==> src/rtl/diff_bcd_display.sv <==
// Converts a 5-bit two's-complement difference to sign + two BCD digits (double dabble)
// and scans the result onto a 4-digit common-anode display. Optional macro: DISP_ZERO_BLANK_EN.
module diff_bcd_display #(
    parameter int unsigned REFRESH_DIV = 100000,
    parameter int unsigned CNT_W       = 17
) (
    input  logic       clk,
    input  logic       rst,
    input  logic       in_valid,
    input  logic [4:0] in_data,
    output logic       in_ready,
    output logic       out_valid,
    output logic       sign,
    output logic [3:0] tens,
    output logic [3:0] ones,
    output logic [3:0] an,
    output logic [6:0] seg
);

    localparam logic [1:0] IDLE = 2'd0;
    localparam logic [1:0] CONV = 2'd1;
    localparam logic [1:0] DONE = 2'd2;

    localparam int unsigned ITER_N = 5;
    localparam logic [CNT_W-1:0] CNT_MAX = CNT_W'(REFRESH_DIV - 1);
    localparam logic [6:0] SEG_MINUS = 7'h3F;
    localparam logic [6:0] SEG_BLANK = 7'h7F;

    logic [1:0] state, state_d;
    logic [2:0] iter;
    logic [4:0] mag;
    logic [7:0] bcd;
    logic       sign_r;

    logic       accept_c, last_c;
    logic [4:0] mag_in_c;
    logic [2:0] adj_hi_c;
    logic [3:0] adj_lo_c;
    logic [7:0] bcd_shift_c;
    logic [4:0] mag_shift_c;

    logic       sign_d;
    logic [3:0] tens_d, ones_d;
    logic [CNT_W-1:0] cnt, cnt_d;
    logic [1:0] idx, idx_d;
    logic [3:0] an_d;
    logic [6:0] seg_d;

    function automatic logic [6:0] digit_seg(input logic [3:0] d);
        case (d)
            4'd0:    digit_seg = 7'h40;
            4'd1:    digit_seg = 7'h79;
            4'd2:    digit_seg = 7'h24;
            4'd3:    digit_seg = 7'h30;
            4'd4:    digit_seg = 7'h19;
            4'd5:    digit_seg = 7'h12;
            4'd6:    digit_seg = 7'h02;
            4'd7:    digit_seg = 7'h78;
            4'd8:    digit_seg = 7'h00;
            4'd9:    digit_seg = 7'h10;
            default: digit_seg = SEG_BLANK;
        endcase
    endfunction

    assign accept_c = in_valid && in_ready;
    assign last_c   = (state == CONV) && (iter == 3'(ITER_N - 1));
    assign mag_in_c = in_data[4] ? 5'(~in_data + 5'd1) : in_data;

    // One double-dabble iteration; the tens nibble never exceeds 1, so its carry bit is dropped.
    always_comb begin
        adj_hi_c    = (bcd[7:4] >= 4'd5) ? 3'(bcd[7:4] + 4'd3) : bcd[6:4];
        adj_lo_c    = (bcd[3:0] >= 4'd5) ? 4'(bcd[3:0] + 4'd3) : bcd[3:0];
        bcd_shift_c = {adj_hi_c, adj_lo_c, mag[4]};
        mag_shift_c = {mag[3:0], 1'b0};
    end

    always_ff @(posedge clk or posedge rst) begin
        if (rst) state <= IDLE;
        else     state <= state_d;
    end

    always_comb begin
        state_d = state;
        case (state)
            IDLE:    if (accept_c) state_d = CONV;
            CONV:    if (last_c)   state_d = DONE;
            DONE:    state_d = accept_c ? CONV : IDLE;
            default: state_d = IDLE;
        endcase
    end

    // Working registers for the conversion.
    always_ff @(posedge clk or posedge rst) begin
        if (rst) begin
            sign_r <= 1'b0;
            mag    <= '0;
            bcd    <= '0;
            iter   <= '0;
        end else if (accept_c) begin
            sign_r <= in_data[4] && (mag_in_c != 5'd0);
            mag    <= mag_in_c;
            bcd    <= '0;
            iter   <= '0;
        end else if (state == CONV) begin
            mag    <= mag_shift_c;
            bcd    <= bcd_shift_c;
            iter   <= iter + 3'd1;
        end
    end

    // Result values as they will be after this edge, so seg tracks sign/tens/ones exactly.
    always_comb begin
        sign_d = last_c ? sign_r : sign;
        tens_d = last_c ? bcd_shift_c[7:4] : tens;
        ones_d = last_c ? bcd_shift_c[3:0] : ones;
    end

    always_ff @(posedge clk or posedge rst) begin
        if (rst) begin
            in_ready  <= 1'b1;
            out_valid <= 1'b0;
            sign      <= 1'b0;
            tens      <= '0;
            ones      <= '0;
        end else begin
            in_ready  <= (state_d != CONV);
            out_valid <= last_c;
            sign      <= sign_d;
            tens      <= tens_d;
            ones      <= ones_d;
        end
    end

    always_comb begin
        cnt_d = (cnt == CNT_MAX) ? '0 : cnt + CNT_W'(1);
        idx_d = (cnt == CNT_MAX) ? idx + 2'd1 : idx;
        an_d  = 4'b0111;
        seg_d = SEG_BLANK;
        case (idx_d)
            2'd0: begin
                an_d  = 4'b1110;
                seg_d = digit_seg(ones_d);
            end
            2'd1: begin
                an_d  = 4'b1101;
`ifdef DISP_ZERO_BLANK_EN
                if (tens_d == 4'd0) seg_d = sign_d ? SEG_MINUS : SEG_BLANK;
                else                seg_d = digit_seg(tens_d);
`else
                seg_d = digit_seg(tens_d);
`endif
            end
            2'd2: begin
                an_d  = 4'b1011;
`ifdef DISP_ZERO_BLANK_EN
                seg_d = (sign_d && (tens_d != 4'd0)) ? SEG_MINUS : SEG_BLANK;
`else
                seg_d = sign_d ? SEG_MINUS : SEG_BLANK;
`endif
            end
            default: begin
                an_d  = 4'b0111;
                seg_d = SEG_BLANK;
            end
        endcase
    end

    // Free-running digit scan.
    always_ff @(posedge clk or posedge rst) begin
        if (rst) begin
            cnt <= '0;
            idx <= '0;
            an  <= 4'b1110;
            seg <= 7'h40;
        end else begin
            cnt <= cnt_d;
            idx <= idx_d;
            an  <= an_d;
            seg <= seg_d;
        end
    end

endmodule

==> config.mk <==
export PLATFORM = sky130hd
export DESIGN_NAME = diff_bcd_display
export DESIGN_NICKNAME = d
export VERILOG_FILES = /design/src/rtl/diff_bcd_display.sv
export SDC_FILE = /design/constraint.sdc
export NUM_CORES = 1
export LEC_CHECK = 0
export ABC_CLOCK_PERIOD_IN_PS = 5200
export CAP_MARGIN = 20
export CORE_MARGIN = 2
export CORE_UTILIZATION = 35
export DETAILED_ROUTE_END_ITERATION = 8
export HOLD_SLACK_MARGIN = 0.03
export PLACE_DENSITY_LB_ADDON = 0.1
export SYNTH_ARGS = -nofsm -noshare
export SYNTH_HDL_FRONTEND = slang
export SYNTH_SLANG_ARGS = --single-unit
export TNS_END_PERCENT = 20
==> constraint.sdc <==
create_clock -name clk -period 5.2 [get_ports clk]
set_clock_uncertainty 0.15 [all_clocks]
set_input_delay 0.52 -clock clk [delete_from_list [all_inputs] [get_ports clk]]
set_output_delay 0.52 -clock clk [all_outputs]
set_load 0.005 [all_outputs]
==> results by group, run 1 <==
Run status
  • Outcome: completed

Clock network
  • Post-CTS setup buffer count: 0
  • Clock slew at reported path FFs: 0.07 ns
  • Clk root buf: clkbuf_8
  • Cts bufs inserted: 9
  • Clk_lat worst skew: 0.34 ns
  • Hold_buf cts: 0
  • CTS H-Tree Depth: 3
  • Num Clock Sinks: 60
  • Clock Tree Buf Depth: 2
  • CTS tree: done
  • Post-CTS sizing: 0

Power
  • Peak VDD IR: 224 µV
  • Flop pwr share: 0.340
  • Combinational power share: 0.472
  • Sw Ratio: 0.403
  • Int Pwr: 1.31 mW
  • PnR Total Power: 2.19 mW
  • NetSw: 0.884 mW
  • Power Dens Cells: 539 nW/µm²
  • Clock share of power: 0.188
  • LEAKAGE: 1.77 nW

Layout
  • Inserted Diodes: 0
  • Layout cells sized above 1: 0.109
  • Area grow syn2layout: 17.5%
  • Final net count: 413

Floorplan
  • Num ports: 30
  • Die W: 103 µm
  • Core area: 9680 µm²
  • Initial Utilization: 0.357
  • Die area: 10700 µm²
  • Die Y: 103 µm
  • # rows: 36

Place
  • DP HPWL: 5200 µm
  • GP Congestion: 0.796
  • # port buffers: 29

Drt
  • DRC viols: 0
  • Violation count after the first detailed-route iteration: 111
  • Drt total wl: 7320 µm
  • ANT nets after route: 0
  • WL/cell: 13.8 µm
  • Vias: 2614
  • Vias/cell: 4.94
  • DR pass1 iterations: 4

Logic synthesis
  • Area contributors post-synth: dfrtp_1, ha_1, nand2_1
  • EDFF count, synth: 0
  • Synthesized area: 3460 µm²
  • Cells after synthesis: 363
  • Sequential fraction of the synthesis area: 0.435
  • Top FF cell, synth: dfrtp_1
  • Post-synth ARST share: 1.00
  • Synth top area share: 0.398
  • Synth warn: 0
  • Syn Nets: 385
  • Post-synth top area cell: dfrtp_1
  • Synth cell types: 67
  • Yosys reg bits: 60
  • Syn avg cell area: 9.54 µm²

STA
  • Min cycle time layout: 2.71 ns
  • Max-slew violation count: 0
  • Final period utilization: 0.521
  • Endpoints failing hold: 0
  • Worst slew pin tran: 0.767 ns
  • Worst hold slack: 0.339 ns
  • Max-slew headroom at the worst pin: 0.488
  • Final setup violating endpoints: 0
  • Total negative slack: 0 ns
  • RSZ-0062 raised after global routing: no
  • Max Fclk: 369 MHz

Critical path
  • Crit-path max FO: 6
  • Worst path required time: 5.30 ns
  • Critical-path top delay cell: dfrtp_1
  • Worst setup path class: register to register
  • Crit path DAT: 2.81 ns
  • Worst Setup End Kind: register
  • CP top delay family: compound AO/OA/AOI/OAI gates
  • CP Cell Sequence: inv_1 -> ha_1 -> nand2b_1 -> a21oi_1 -> xnor2_1 -> nand2_1 -> and2_1 -> inv_1 -> ha_1 -> a221o_1 -> a21oi_1 -> a22oi_1
  • Crit start category: register
  • Worst Path Buf+Inv: 2
  • Max stage delay on crit path: 0.44 ns

Global route
  • Grt ovf: 0
  • Vias in the first global route: 2527
  • Total track usage: 0.155
  • Largest net degree at the start of global routing: 61
  • Global-route wire length before repair: 12700 µm
  • Antenna violations before repair: 0

Worst hold path
  • Worst hold path type: register to register

Run
  • Max-cap viol count: 0
[flip-flops by register name, summed over array words and instances (netlist names)]
name	flops
cnt	17
mag	5
idx	2
in_ready	1
ones	4
iter	3
out_valid	1
tens	4
seg	7
sign_r	1
bcd	8
sign	1
an	4
state	2
[metal layers]
metal / part of all wire / track usage / wire, µm / vias up
met5: 0 / 0 / 0 / -
met4: 0.015 / 0.0547 / 112 / 0
met3: 0.031 / 0.0383 / 228 / 9
met2: 0.43 / 0.228 / 3170 / 39
met1: 0.52 / 0.221 / 3810 / 1226
li1: - / - / - / 1340
[path summary, 6_finish.rpt]
path	startpoint	end	slack [ns]	cells past startpoint
max in group asynchronous	rst	seg[1]	3.82	3
setup reg to reg	bcd[4]	seg[6]	2.49	12
min in group asynchronous	rst	cnt[9]	0.57	3
setup / recovery	bcd[4]	seg[6]	2.49	12
hold / removal	cnt[0]	cnt[0]	0.34	1
hold reg to reg	cnt[0]	cnt[0]	0.34	1
[cells by family (layout without fill, tap and decap cells)]
group           after synthesis  count (layout)  share of synthesized area
buf+inv                      37              70                     0.0430
fa+ha+maj                    15              15                     0.0535
simple gates                137             137                      0.210
compound gates               86              86                      0.184
flops                        60              60                      0.435
xor+xnor                     22              22                     0.0557
mux                           6               6                     0.0192
[through the flow]
stage / utilization / instance area, µm² / setup WS [ns] / std cells
after floorplan: - / 3460 / 2.74 / 363
after global placement: 0.399 / 3860 / 2.56 / 512
after detailed placement: 0.400 / 3870 / 2.49 / 513
after CTS: 0.420 / 4070 / 2.49 / 529
after global routing: 0.420 / 4070 / 2.19 / 529
final: 0.420 / 4070 / 2.49 / 529
[cell usage after synthesis, drive strengths merged, types with 5 or more instances]
library cell  instances
dfrtp                55
nand2                44
nor2                 31
inv                  23
a21oi                20
o21ai                18
ha                   14
xnor2                12
nand3                10
xor2                 10
a211oi                8
buf                   8
nor3                  8
and2                  7
clkbuf                6
nand2b                6
dfstp                 5
nor2b                 5
[placed cells by master, fill, tap and decap left out, types with 6 or more instances in the layout]
master	instances
o21ai_0	12
xnor2_1	12
clkdlybuf4s50_1	29
ha_1	14
nor2_1	31
clkbuf_8	9
o21ai_1	6
nor3_1	6
a211oi_1	6
nand3_1	10
a21oi_1	18
dfrtp_1	55
nand2b_1	6
nand2_1	44
and2_1	7
inv_1	19
xor2_1	10
[area by class of cell]
cell class              instances  area (µm²)
well taps                     133         166
repair buffers                 31         309
multi-input cells             266        1810
flip-flops and latches         60        1510
clock inverters                 6        65.1
inverters                      23        86.3
fillers                       957        5620
clock buffers                  10         128
[power by group through the flow]
stage / registers (mW) / logic, mW / clock network [mW]
floorplan: 0.709 / 0.748 / 0
global placement: 0.755 / 1.03 / 0
CTS: 0.747 / 1.04 / 0.429
global route: 0.769 / 1.18 / 0.449
finish: 0.746 / 1.04 / 0.412
detailed placement: 0.754 / 1.04 / 0
(Power assumes the default switching activity.)
==> run 2, diff against run 1 <==
--- a/config.mk
+++ b/config.mk
@@ -5,7 +5,7 @@
 export SDC_FILE = /design/constraint.sdc
 export NUM_CORES = 1
 export LEC_CHECK = 0
-export ABC_CLOCK_PERIOD_IN_PS = 5200
+export ABC_CLOCK_PERIOD_IN_PS = 2550
 export CAP_MARGIN = 20
 export CORE_MARGIN = 2
 export CORE_UTILIZATION = 35
==> constraint.sdc (replaced) <==
create_clock -name clk -period 2.55 [get_ports clk]
set_clock_uncertainty 0.15 [all_clocks]
set_input_delay 0.255 -clock clk [delete_from_list [all_inputs] [get_ports clk]]
set_output_delay 0.255 -clock clk [all_outputs]
set_load 0.005 [all_outputs]
==> run 2 against run 1 <==
Against the previous run:
- count of clock-buffer cells in the layout stayed put
- hold slack lost 0.29 ns
- setup slack worse by 2.4 ns
- critical endpoint is now seg[4]
- sequential power is 100% higher
- final cell count up 3.6%
- register-to-register slack worse by 2.4 ns
- global-route usage up 0.25 points
- critical path type unchanged
- maximum frequency rose by 12%
- core utilization rose by 2.3 points
- sequential share of layout area is 1.9 points lower
- power is 120% higher
- sequential cell count did not move
- highest routed layer unchanged
==> results by group, run 2 (synthesis results as in run 1) <==
Run status
  • Outcome: completed

Layout
  • Commonest non-fill, non-tap cell in the layout: dfrtp_1
  • Regs by FF count: cnt (17), bcd (8), seg (7)
  • Inserted Diodes: 0 (unchanged)
  • Area grow syn2layout: 23.8%
  • Final Util: 0.443 (+0.0226)
  • Layout cells sized above 1: 0.183 (+0.0745)
  • Final net count: 432 (+4.6%)
  • Most frequent cells in the layout: dfrtp_1, nand2_1, nor2_1
  • Top reg by flops: cnt
  • Filler cell count: 975 (+1.9%)
  • Flip-flop count of the largest register after layout: 17 (unchanged)

Run
  • Max-cap viol count: 0 (unchanged)

Power
  • Power Dens Cells: 1100 nW/µm² (+100%)
  • PnR Total Power: 4.72 mW (+120%)
  • LEAKAGE: 1.89 nW (+6.7%)
  • Peak VDD IR: 320 µV (+43%)

Clock network
  • Clock slew at reported path FFs: 0.07 ns (about the same)
  • Hold_buf cts: 0 (unchanged)
  • CTS H-Tree Depth: 3 (unchanged)
  • Clock Tree Buf Depth: 2 (unchanged)
  • Num Clock Sinks: 60 (unchanged)
  • Cts bufs inserted: 9 (unchanged)
  • Clk root buf: clkbuf_8
  • Clk_lat worst skew: 0.34 ns (about the same)
  • CTS tree: done

STA
  • Total negative slack: 0 ns (unchanged)
  • Min cycle time layout: 2.41 ns (-0.297 ns)
  • RSZ-0062 raised after global routing: yes
  • Final setup violating endpoints: 0 (unchanged)
  • Endpoints failing hold: 0 (unchanged)
  • Max-slew headroom at the worst pin: 0.621 (+0.133)
  • Max Fclk: 414 MHz (+12%)
  • Max-slew violation count: 0 (unchanged)
  • Final period utilization: 0.946 (+0.425)
  • Worst slew pin tran: 0.568 ns (-0.199 ns)

Place
  • DP HPWL: 5660 µm (+8.8%)
  • # port buffers: 29 (unchanged)
  • GP Congestion: 0.868 (+9.1%)

Drt
  • ANT nets after route: 0 (unchanged)
  • Vias: 2755 (+5.4%)
  • WL/cell: 14.1 µm (+1.5%)
  • DR pass1 iterations: 4 (unchanged)
  • Violation count after the first detailed-route iteration: 81 (-27%)
  • Vias/cell: 5.03 (+1.7%)
  • DRC viols: 0 (unchanged)
  • Drt total wl: 7700 µm (+5.2%)

Floorplan
  • Die area: 10700 µm² (unchanged)
  • # rows: 36 (unchanged)
  • Initial Utilization: 0.357 (unchanged)
  • Die W: 103 µm (unchanged)
  • Core area: 9680 µm² (unchanged)
  • Die Y: 103 µm (unchanged)
  • Num ports: 30 (unchanged)

Critical path
  • Worst setup path class: register to register
  • Crit start category: register
  • Worst R2R Start: bcd[5]
  • Worst Setup End Kind: register
  • Reg-to-reg slack, setup: 0.14 ns (-2.35 ns)
  • CP endpoint: seg[4]
  • Worst path required time: 2.68 ns (-2.62 ns)
  • Reg2Reg Depth: 13 (+1)
  • R2R Path End: seg[4]
  • Crit-path max FO: 4 (-2)
  • Crit path DAT: 2.54 ns (-0.27 ns)
  • Setup crit start: bcd[5]

Global route
  • Total track usage: 0.157 (+0.00249)
  • Vias in the first global route: 2650 (+4.9%)
  • Global-route wire length before repair: 12900 µm (+1.7%)
  • Antenna violations before repair: 0 (unchanged)
  • Grt ovf: 0 (unchanged)
  • Largest net degree at the start of global routing: 47 (-23%)

Worst hold path
  • Worst hold path type: input port to async pin
-- run 2: changes by cell type in the layout (fill, tap and decap cells not counted), moves of 2 or more --
| cell | previous run | this run |
|---|---|---|
| a211oi_1 | 6 | 4 |
| inv_2 | 4 | 6 |
| ha_1 | 14 | 12 |
| buf_4 | 1 | 20 |
| inv_1 | 19 | 17 |
| a211oi_2 | 2 | 4 |
-- run 2: worst max-delay path, stage by stage, from the launching register on --
cell and delay, ns:
dfrtp_1 0.40, inv_2 0.07, ha_1 0.19, nand2b_4 0.16, a21oi_4 0.16, xnor2_2 0.08
nand2_1 0.07, and2_4 0.15, inv_1 0.05, buf_4 0.14, ha_1 0.18, mux2i_1 0.15
a2bb2oi_2 0.21, o32a_1 0.18
-- run 2: worst min path at each step --
stage          startpoint  cells past startpoint  slack [ns]  endpoint
2_1_floorplan  in_data[3]                      3        0.30    mag[4]
3_3_place_gp       cnt[0]                      1        0.33    cnt[0]
6_report              rst                      2        0.05    cnt[0]
3_5_place_dp       cnt[0]                      1        0.33    cnt[0]
5_1_grt               rst                      2        0.08    cnt[0]
4_1_cts               rst                      2        0.05   cnt[12]
-- run 2: metrics by stage --
| stage | cells | hold WS [ns] | cell area (µm²) | setup slack, ns |
|---|---|---|---|---|
| finish | 548 | 0.0450 | 4290 | 0.137 |
| detailed placement | 531 | 0.325 | 4020 | -0.0164 |
| global route | 548 | 0.0774 | 4290 | -0.00541 |
| floorplan | 363 | 0.296 | 3460 | 0.0870 |
| global placement | 531 | 0.327 | 4020 | 0.0755 |
| CTS | 547 | 0.0506 | 4220 | 0.0142 |
-- run 2: area by class of cell --
class	instances	area [µm²]	share of cell area
Multi-Input combinational cell	266	1870	0.437
Clock buffer	10	128	0.0298
Tap cell	133	166	0.0388
Sequential cell	60	1510	0.352
Inverter	23	86.3	0.0201
Clock inverter	6	65.1	0.0152
Timing Repair Buffer	50	460	0.107
-- run 2: metal layers --
| metal | global-route usage | wire length [µm] | up-vias |
|---|---|---|---|
| met3 | 0.0296 | 254 | 14 |
| li1 | - | - | 1371 |
| met1 | 0.211 | 3850 | 1316 |
| met4 | 0.0709 | 148 | 0 |
| met5 | 0 | 0 | - |
| met2 | 0.246 | 3450 | 54 |
-- run 2: report_power, final --
part           switching, mW  internal, mW  total, mW
logic                   1.21          1.15       2.36
clock network          0.397         0.451      0.848
registers              0.282          1.23       1.51
-- run 2: timing repair --
item / CTS / global route
setup buffers: 0 / 1
resized for setup: 2 / 14
setup endpoints to repair: 2 / 7
pin swaps: 0 / 3
hold endpoints to repair: 0 / 0
==> run 3, diff against run 2 <==
--- a/config.mk
+++ b/config.mk
@@ -12,6 +12,7 @@
 export DETAILED_ROUTE_END_ITERATION = 8
 export HOLD_SLACK_MARGIN = 0.03
 export PLACE_DENSITY_LB_ADDON = 0.1
+export RECOVER_POWER = 100
 export SYNTH_ARGS = -nofsm -noshare
 export SYNTH_HDL_FRONTEND = slang
 export SYNTH_SLANG_ARGS = --single-unit
==> run 3 against run 2 <==
Against the previous run:
- sequential share of layout area is 0.54 points higher
- via count shrank 0.91%
- maximum frequency barely moved
==> results by group, run 3 (synthesis results as in run 1) <==
Critical path
  • CP Cell Sequence: inv_2 -> ha_1 -> nand2b_4 -> a21oi_4 -> xnor2_1 -> nand2_1 -> and2_4 -> inv_1 -> buf_4 -> ha_1 -> mux2i_1 -> a2bb2oi_2 -> o32a_1
  • Worst setup path class: register to register
  • CP endpoint: seg[4]
  • Crit start category: register
  • Worst R2R Start: bcd[5]
  • Crit path DAT: 2.54 ns (about the same)
  • Reg-to-reg slack, setup: 0.14 ns (about the same)
  • R2R Path End: seg[4]
  • Setup crit start: bcd[5]
  • Worst Setup End Kind: register
  • Critical-path top delay cell: dfrtp_1
  • Worst path required time: 2.68 ns (about the same)
  • Crit-path max FO: 4 (unchanged)
  • Most repeated library cell on the critical path: ha_1
  • Reg2Reg Depth: 13 (unchanged)
  • Max stage delay on crit path: 0.40 ns (about the same)

Layout
  • Regs by FF count: cnt (17), bcd (8), seg (7)
  • Post-route cell area: 4220 µm² (-1.5%)
  • Top reg by flops: cnt
  • Final net count: 432 (unchanged)
  • Commonest non-fill, non-tap cell in the layout: dfrtp_1
  • Area of the multi-input gates: 1840 µm² (-1.7%)
  • Filler cell count: 987 (+1.2%)
  • Flip-flop count of the largest register after layout: 17 (unchanged)
  • Register area: 1510 µm² (unchanged)
  • Layout cells sized above 1: 0.154 (-0.0289)
  • Area grow syn2layout: 21.9%
  • Inserted Diodes: 0 (unchanged)
  • Most frequent cells in the layout: dfrtp_1, nand2_1, nor2_1

Drt
  • Vias/cell: 4.98 (-0.91%)
  • Drt total wl: 7710 µm (about the same)
  • ANT nets after route: 0 (unchanged)
  • DR pass1 iterations: 4 (unchanged)
  • Violation count after the first detailed-route iteration: 76 (-6.2%)
  • DRC viols: 0 (unchanged)
  • WL/cell: 14.1 µm (about the same)
  • Vias: 2730 (-0.91%)

Global route
  • Grt ovf: 0 (unchanged)
  • Antenna violations before repair: 0 (unchanged)
  • Largest net degree at the start of global routing: 47 (unchanged)
  • Total track usage: 0.157 (unchanged)
  • Global-route wire length before repair: 12900 µm (unchanged)
  • Vias in the first global route: 2650 (unchanged)

Clock network
  • CTS tree: done
  • Clk_lat worst skew: 0.34 ns (about the same)
  • Clock slew at reported path FFs: 0.07 ns (about the same)
  • CTS H-Tree Depth: 3 (unchanged)
  • Clk root buf: clkbuf_8
  • Cts bufs inserted: 9 (unchanged)
  • Num Clock Sinks: 60 (unchanged)
  • Clock Tree Buf Depth: 2 (unchanged)

Place
  • # port buffers: 29 (unchanged)
  • GP Congestion: 0.868 (unchanged)
  • DP HPWL: 5660 µm (unchanged)
  • Area after DPL: 4020 µm² (unchanged)
  • Pre-CTS WS: -0.0164 ns (unchanged)

Floorplan
  • Die area: 10700 µm² (unchanged)
  • # rows: 36 (unchanged)
  • Die W: 103 µm (unchanged)
  • Die Y: 103 µm (unchanged)
  • Initial Utilization: 0.357 (unchanged)
  • Core area: 9680 µm² (unchanged)
  • Num ports: 30 (unchanged)

STA
  • Final period utilization: 0.946 (about the same)
  • Endpoints failing hold: 0 (unchanged)
  • RSZ-0062 raised after global routing: yes
  • Max Fclk: 415 MHz (about the same)
  • Final worst slack: 0.139 ns (+0.00201 ns)
  • Final setup violating endpoints: 0 (unchanged)
  • Max-slew headroom at the worst pin: 0.247 (-0.375)
  • Worst slew pin tran: 1.13 ns (+0.562 ns)
  • Min cycle time layout: 2.41 ns (-0.00201 ns)
  • Max-slew violation count: 0 (unchanged)

Power
  • LEAKAGE: 1.87 nW (-0.78%)
  • Power Dens Cells: 1100 nW/µm² (-0.49%)
  • Peak VDD IR: 320 µV (+0.13%)

Worst hold path
  • Worst hold path type: input port to async pin

Run
  • Max-cap viol count: 0 (unchanged)

Run status
  • Outcome: completed
run 3: cell count changes in the layout (fill, tap and decap cells not counted), sizes merged:
cell and delta:
clkdlybuf4s50 -23, dlygate4sd3 +23, clkbuf +6, buf -6
run 3: critical path, delay by kind of cell (launching register included):
family	cells	cell delay [ns]
multiplexers	1	0.16
AO/OA/AOI/OAI	3	0.53
buffers and inverters	3	0.26
flip-flops	1	0.40
AND/OR/NAND/NOR	3	0.39
XOR/XNOR	1	0.10
adder cells (fa/ha/maj)	2	0.37
run 3: report_power, final:
| part | internal [mW] | leakage, nW | total [mW] | switching [mW] |
|---|---|---|---|---|
| clock network | 0.451 | 0.0962 | 0.846 | 0.395 |
| logic | 1.08 | 1.02 | 2.27 | 1.19 |
| registers | 1.23 | 0.760 | 1.51 | 0.276 |
run 3: worst min path at each step:
stage / to / slack, ns / cells past startpoint
3_5_place_dp: cnt[0] / 0.33 / 1
5_1_grt: cnt[0] / 0.32 / 2
2_1_floorplan: mag[4] / 0.30 / 3
3_3_place_gp: cnt[0] / 0.33 / 1
6_report: cnt[0] / 0.25 / 2
4_1_cts: cnt[12] / 0.05 / 2
run 3: timing repair:
action / in CTS / in global routing
hold buffers: 0 / 0
setup buffers: 0 / 1
endpoints found under the setup margin: 2 / 7
pin swaps: 0 / 3
resized for setup: 2 / 14
run 3: metrics by stage:
step | setup TNS (ns) | power [mW] | cells | util | hold WS (ns)
after floorplan | 0 | 2.97 | 363 | - | 0.296
after global placement | 0 | 3.74 | 531 | 0.415 | 0.327
after detailed placement | -0.0246 | 3.76 | 531 | 0.415 | 0.325
after CTS | 0 | 4.64 | 547 | 0.436 | 0.0506
after global routing | -0.0166 | 5.02 | 548 | 0.436 | 0.315
final | 0 | 4.63 | 548 | 0.436 | 0.250
run 3: metal layers:
layer	vias up	track usage	wire length, µm
li1	1372	-	-
met3	13	0.0296	248
met4	0	0.0709	143
met2	48	0.246	3460
met5	-	0	0
met1	1297	0.211	3850
run 3: final cells by class:
cell class                 count  area share
clock buffer                  10      0.0302
clock inverter                 6      0.0154
tap                          133      0.0394
inverter                      23      0.0205
multi-input combinational    266       0.436
sequential                    60       0.357
timing repair buffer          50       0.101
==> patch 1: new RTL, flow settings as in run 3 <==
The option `DISP_ZERO_BLANK_EN` is turned on by a define.
--- a/src/rtl/diff_bcd_display.sv
+++ b/src/rtl/diff_bcd_display.sv
@@ -1,5 +1,7 @@
 // Converts a 5-bit two's-complement difference to sign + two BCD digits (double dabble)
 // and scans the result onto a 4-digit common-anode display. Optional macro: DISP_ZERO_BLANK_EN.
+`define DISP_ZERO_BLANK_EN
+
 module diff_bcd_display #(
     parameter int unsigned REFRESH_DIV = 100000,
     parameter int unsigned CNT_W       = 17
Behaviour: no difference found for any inputs over 10 cycles, from zero or initial values and one cycle with rst high; that may be too few to reach the edited logic, so the function may still have changed.
==> patch 1 against run 3 <==
- sequential share of layout area down 2.3 points
- wire length up 11%
- worst setup slack worse by 0.072 ns
- die area up 2.0%
- total power up 12%
- cell area up 6.8%
- combinational power up 28%
- sequential cell count unchanged
- area after synthesis up 2.0%
- global-route usage up 0.79 points
==> patch 1: results (changes against run 3) <==
[status]
outcome=finished clean

[power_and_ir_drop]
p_leak_uw=0.00198  ; +5.7%
switching_power_uw=2130  ; +15%
pwr-share-clk_pct=15.2  ; -3.1 points
ir_worst_vdd_uv=553  ; +73%

[place]
dp_hpwl_um=6240  ; +10%
pre_cts_ws_ns=-0.0390  ; -0.0226 ns
place_area_um2=4200  ; +4.5%
place_inst=573  ; +7.9%
place.gp.congestion=0.868  ; about the same

[logic_synthesis]
avgSynthCellArea_um2=8.99  ; -5.8%
synth_commonest_cells=dfrtp_1, nand2_1, nor2_1, a21oi_1, inv_1
yosysSeqAreaShare_pct=42.7  ; -0.86 points
synthAdderAreaFrac_pct=4.96  ; -0.39 points
synth-xor-area-share_pct=5.42  ; -0.15 points
synth-compound-area-share_pct=19.0  ; +0.63 points
syn_nets=415  ; +7.8%
ys_types=62  ; -7.5%
muxShareOfSynthArea_pct=1.13  ; -0.78 points
synthTopCellsByArea=dfrtp_1, nand2_1, ha_1

[cells_and_area]
finalNetCount=478  ; +11%
drive_above_1_share_pct=21.3  ; +5.8 points
fillers=1012  ; +2.5%
areaGrowthSynthToFinish_pct=27.6
antennaDiodeCount=0  ; unchanged

[global_routing]
grtUsageTotal_pct=16.5  ; +0.79 points
grt_pass1_vias=2903  ; +9.5%
grt_pass1_wl_um=14500  ; +13%
use_met3_pct=3.38  ; +0.43 points
use_met1_pct=23.5  ; +2.3 points
grtUsageMet2_pct=24.6  ; -0.059 points

[critical_path]
slowest_delay_ns=0.47  ; +0.07 ns
reg2reg_to=seg[6]
critPathTopFamily=simple AND/OR/NAND/NOR gates
path_max_fanout=3  ; -1
cp.arrival_ns=2.60  ; +0.06 ns
cp_slowest_cell=or4b_4
rrSetupSlack_ns=0.07  ; -0.07 ns
setup.worst_path.start=bcd[4]
rr_worst_depth=11  ; -2

[drt]
drt_iter0_markers=147  ; +93%
met2WireLength_um=3790  ; +9.5%
wl_um=8570  ; +11%
first_pass_iters=5  ; +1
vias_per_cell=5.05  ; +1.4%
drt-met1-wl_um=4240  ; +10%
dr_wl_met3_um=374  ; +51%
via_count=3002  ; +10%

[sta]
tightestPinTransition_ns=1.01  ; -0.117 ns
tns_ns=0  ; unchanged

[hold_path]
hold_class=reg2reg

[clocking]
post-cts-setup-buffers=2  ; +2
cts-resized-gates=0  ; -2

[patch 1: how the worst min path moves through the flow]
stage / start / to / depth (start not counted)
5_1_grt: cnt[11] / cnt[11] / 1
6_report: cnt[4] / cnt[4] / 1
3_5_place_dp: cnt[4] / cnt[4] / 1
3_3_place_gp: cnt[11] / cnt[11] / 1
4_1_cts: rst / cnt[14] / 2
2_1_floorplan: sign_r / sign_r / 1
[patch 1: metrics by stage]
step / total power (uW) / hold WS (ns)
after floorplan: 3120 / 0.295
after global placement: 4180 / 0.332
after detailed placement: 4180 / 0.340
after CTS: 5020 / 0.147
after global routing: 5620 / 0.374
final: 5180 / 0.342
[patch 1: layout make-up]
type	count	share of cell area (%)
clock buffers	12	3.44
clock inverters	4	0.555
well taps	133	3.69
multi-input cells	292	44.0
inverters	24	2.00
repair buffers	69	12.9
flip-flops and latches	60	33.4
==> patch 2: new RTL, flow settings as in run 3 <==
Without the edit above. Register the output `seg` once more; this adds one clock of latency there. The other outputs are not delayed to match.
--- a/src/rtl/diff_bcd_display.sv
+++ b/src/rtl/diff_bcd_display.sv
@@ -25,6 +25,8 @@
     localparam logic [CNT_W-1:0] CNT_MAX = CNT_W'(REFRESH_DIV - 1);
     localparam logic [6:0] SEG_MINUS = 7'h3F;
     localparam logic [6:0] SEG_BLANK = 7'h7F;
+
+    logic [6:0] seg_s0;
 
     logic [1:0] state, state_d;
     logic [2:0] iter;
@@ -171,13 +173,17 @@
             cnt <= '0;
             idx <= '0;
             an  <= 4'b1110;
-            seg <= 7'h40;
+            seg_s0 <= 7'h40;
         end else begin
             cnt <= cnt_d;
             idx <= idx_d;
             an  <= an_d;
-            seg <= seg_d;
+            seg_s0 <= seg_d;
         end
+    end
+
+    always_ff @(posedge clk) begin
+        seg <= seg_s0;
     end
 
 endmodule
Formal check against the unedited RTL: not equivalent (a bounded check fails within 10 cycles, from zero or initial values and one cycle with rst high).
==> patch 2 against run 3 <==
- via count shrank 0.84%
- cell area is 2.6% higher
- total power up 7.5%
- worst setup slack worse by 0.063 ns
- area after synthesis shrank 0.18%
- sequential cell count is 7 higher
- cell count up 1.8%
- wire length decreased by 2.4%
==> patch 2: results (changes against run 3) <==
[drt]
vias_per_cell=4.85  ; -2.6%
wl_um=7520  ; -2.4%
drt_iter0_markers=105  ; +38%

[cells_and_area]
num-multi-input-gates=265  ; -0.38%
seqCellArea_um2=1650  ; +9.3%
reg_top3=cnt x17, bcd x8
non_clock_buffer_count=51  ; +2.0%
clock_area_share_pct=5.98  ; +1.4 points
finalNetCount=442  ; +2.3%

[status]
outcome=finished clean

[power_and_ir_drop]
p_leak_uw=0.00195  ; +4.1%
ir_worst_vdd_uv=312  ; -2.5%

[critical_path]
setup.worst_path.start=iter[0]
crit_end=seg_s0[6]
path_max_fanout=9  ; +5

[logic_synthesis]
synth_commonest_cells=dfrtp_1, nand2_1, nor2_1, inv_1, a21oi_1
avgSynthCellArea_um2=9.42  ; -1.3%
synth-compound-area-share_pct=15.9  ; -2.5 points
syn_nets=389  ; +1.0%
async_flop_share_pct=89.6  ; -10 points
synthTopCellsByArea=dfrtp_1, nand2_1, ha_1

[global_routing]
grt_pass1_wl_um=12600  ; -2.1%
grt_max_degree=29  ; -38%
grt_pass1_vias=2538  ; -4.2%
grtUsageMet2_pct=23.3  ; -1.3 points
use_met1_pct=21.6  ; +0.47 points

[hold_path]
hold_class=reg2reg

[sta]
layout_min_cycle_time_ns=2.47  ; +0.0633 ns
relSlewSlack_pct=45.0  ; +20 points

## patch 2: cell types whose count changed in the layout (fill, tap and decap cells not counted), moves of 5 or more
cell | run 3 | this run
clkbuf_1 | 6 | 1
nand2_1 | 44 | 49
dlygate4sd3_1 | 23 | 1
dfxtp_1 | 0 | 7
clkdlybuf4s50_1 | 6 | 28
and2_1 | 6 | 14
and3_1 | 4 | 9
## patch 2: worst register-to-register path: stages (launching register included)
cell	delay, ns
dfrtp_1	0.40
inv_1	0.08
ha_1	0.21
nand4b_4	0.18
buf_6	0.19
a211o_1	0.27
nand2_2	0.11
inv_2	0.07
a211o_1	0.24
a2111oi_2	0.39
a211oi_1	0.08
## patch 2: where the power goes
group,total [uW],switching (uW),internal [uW]
registers,1630,221,1400
logic,2230,1180,1050
clock network,1120,411,708
total,4970,1810,3160
## patch 2: timing repair
action	CTS	global route
setup endpoints to repair	3	7
pin swaps	0	0
resized for setup	1	11
buffers inserted	3	3
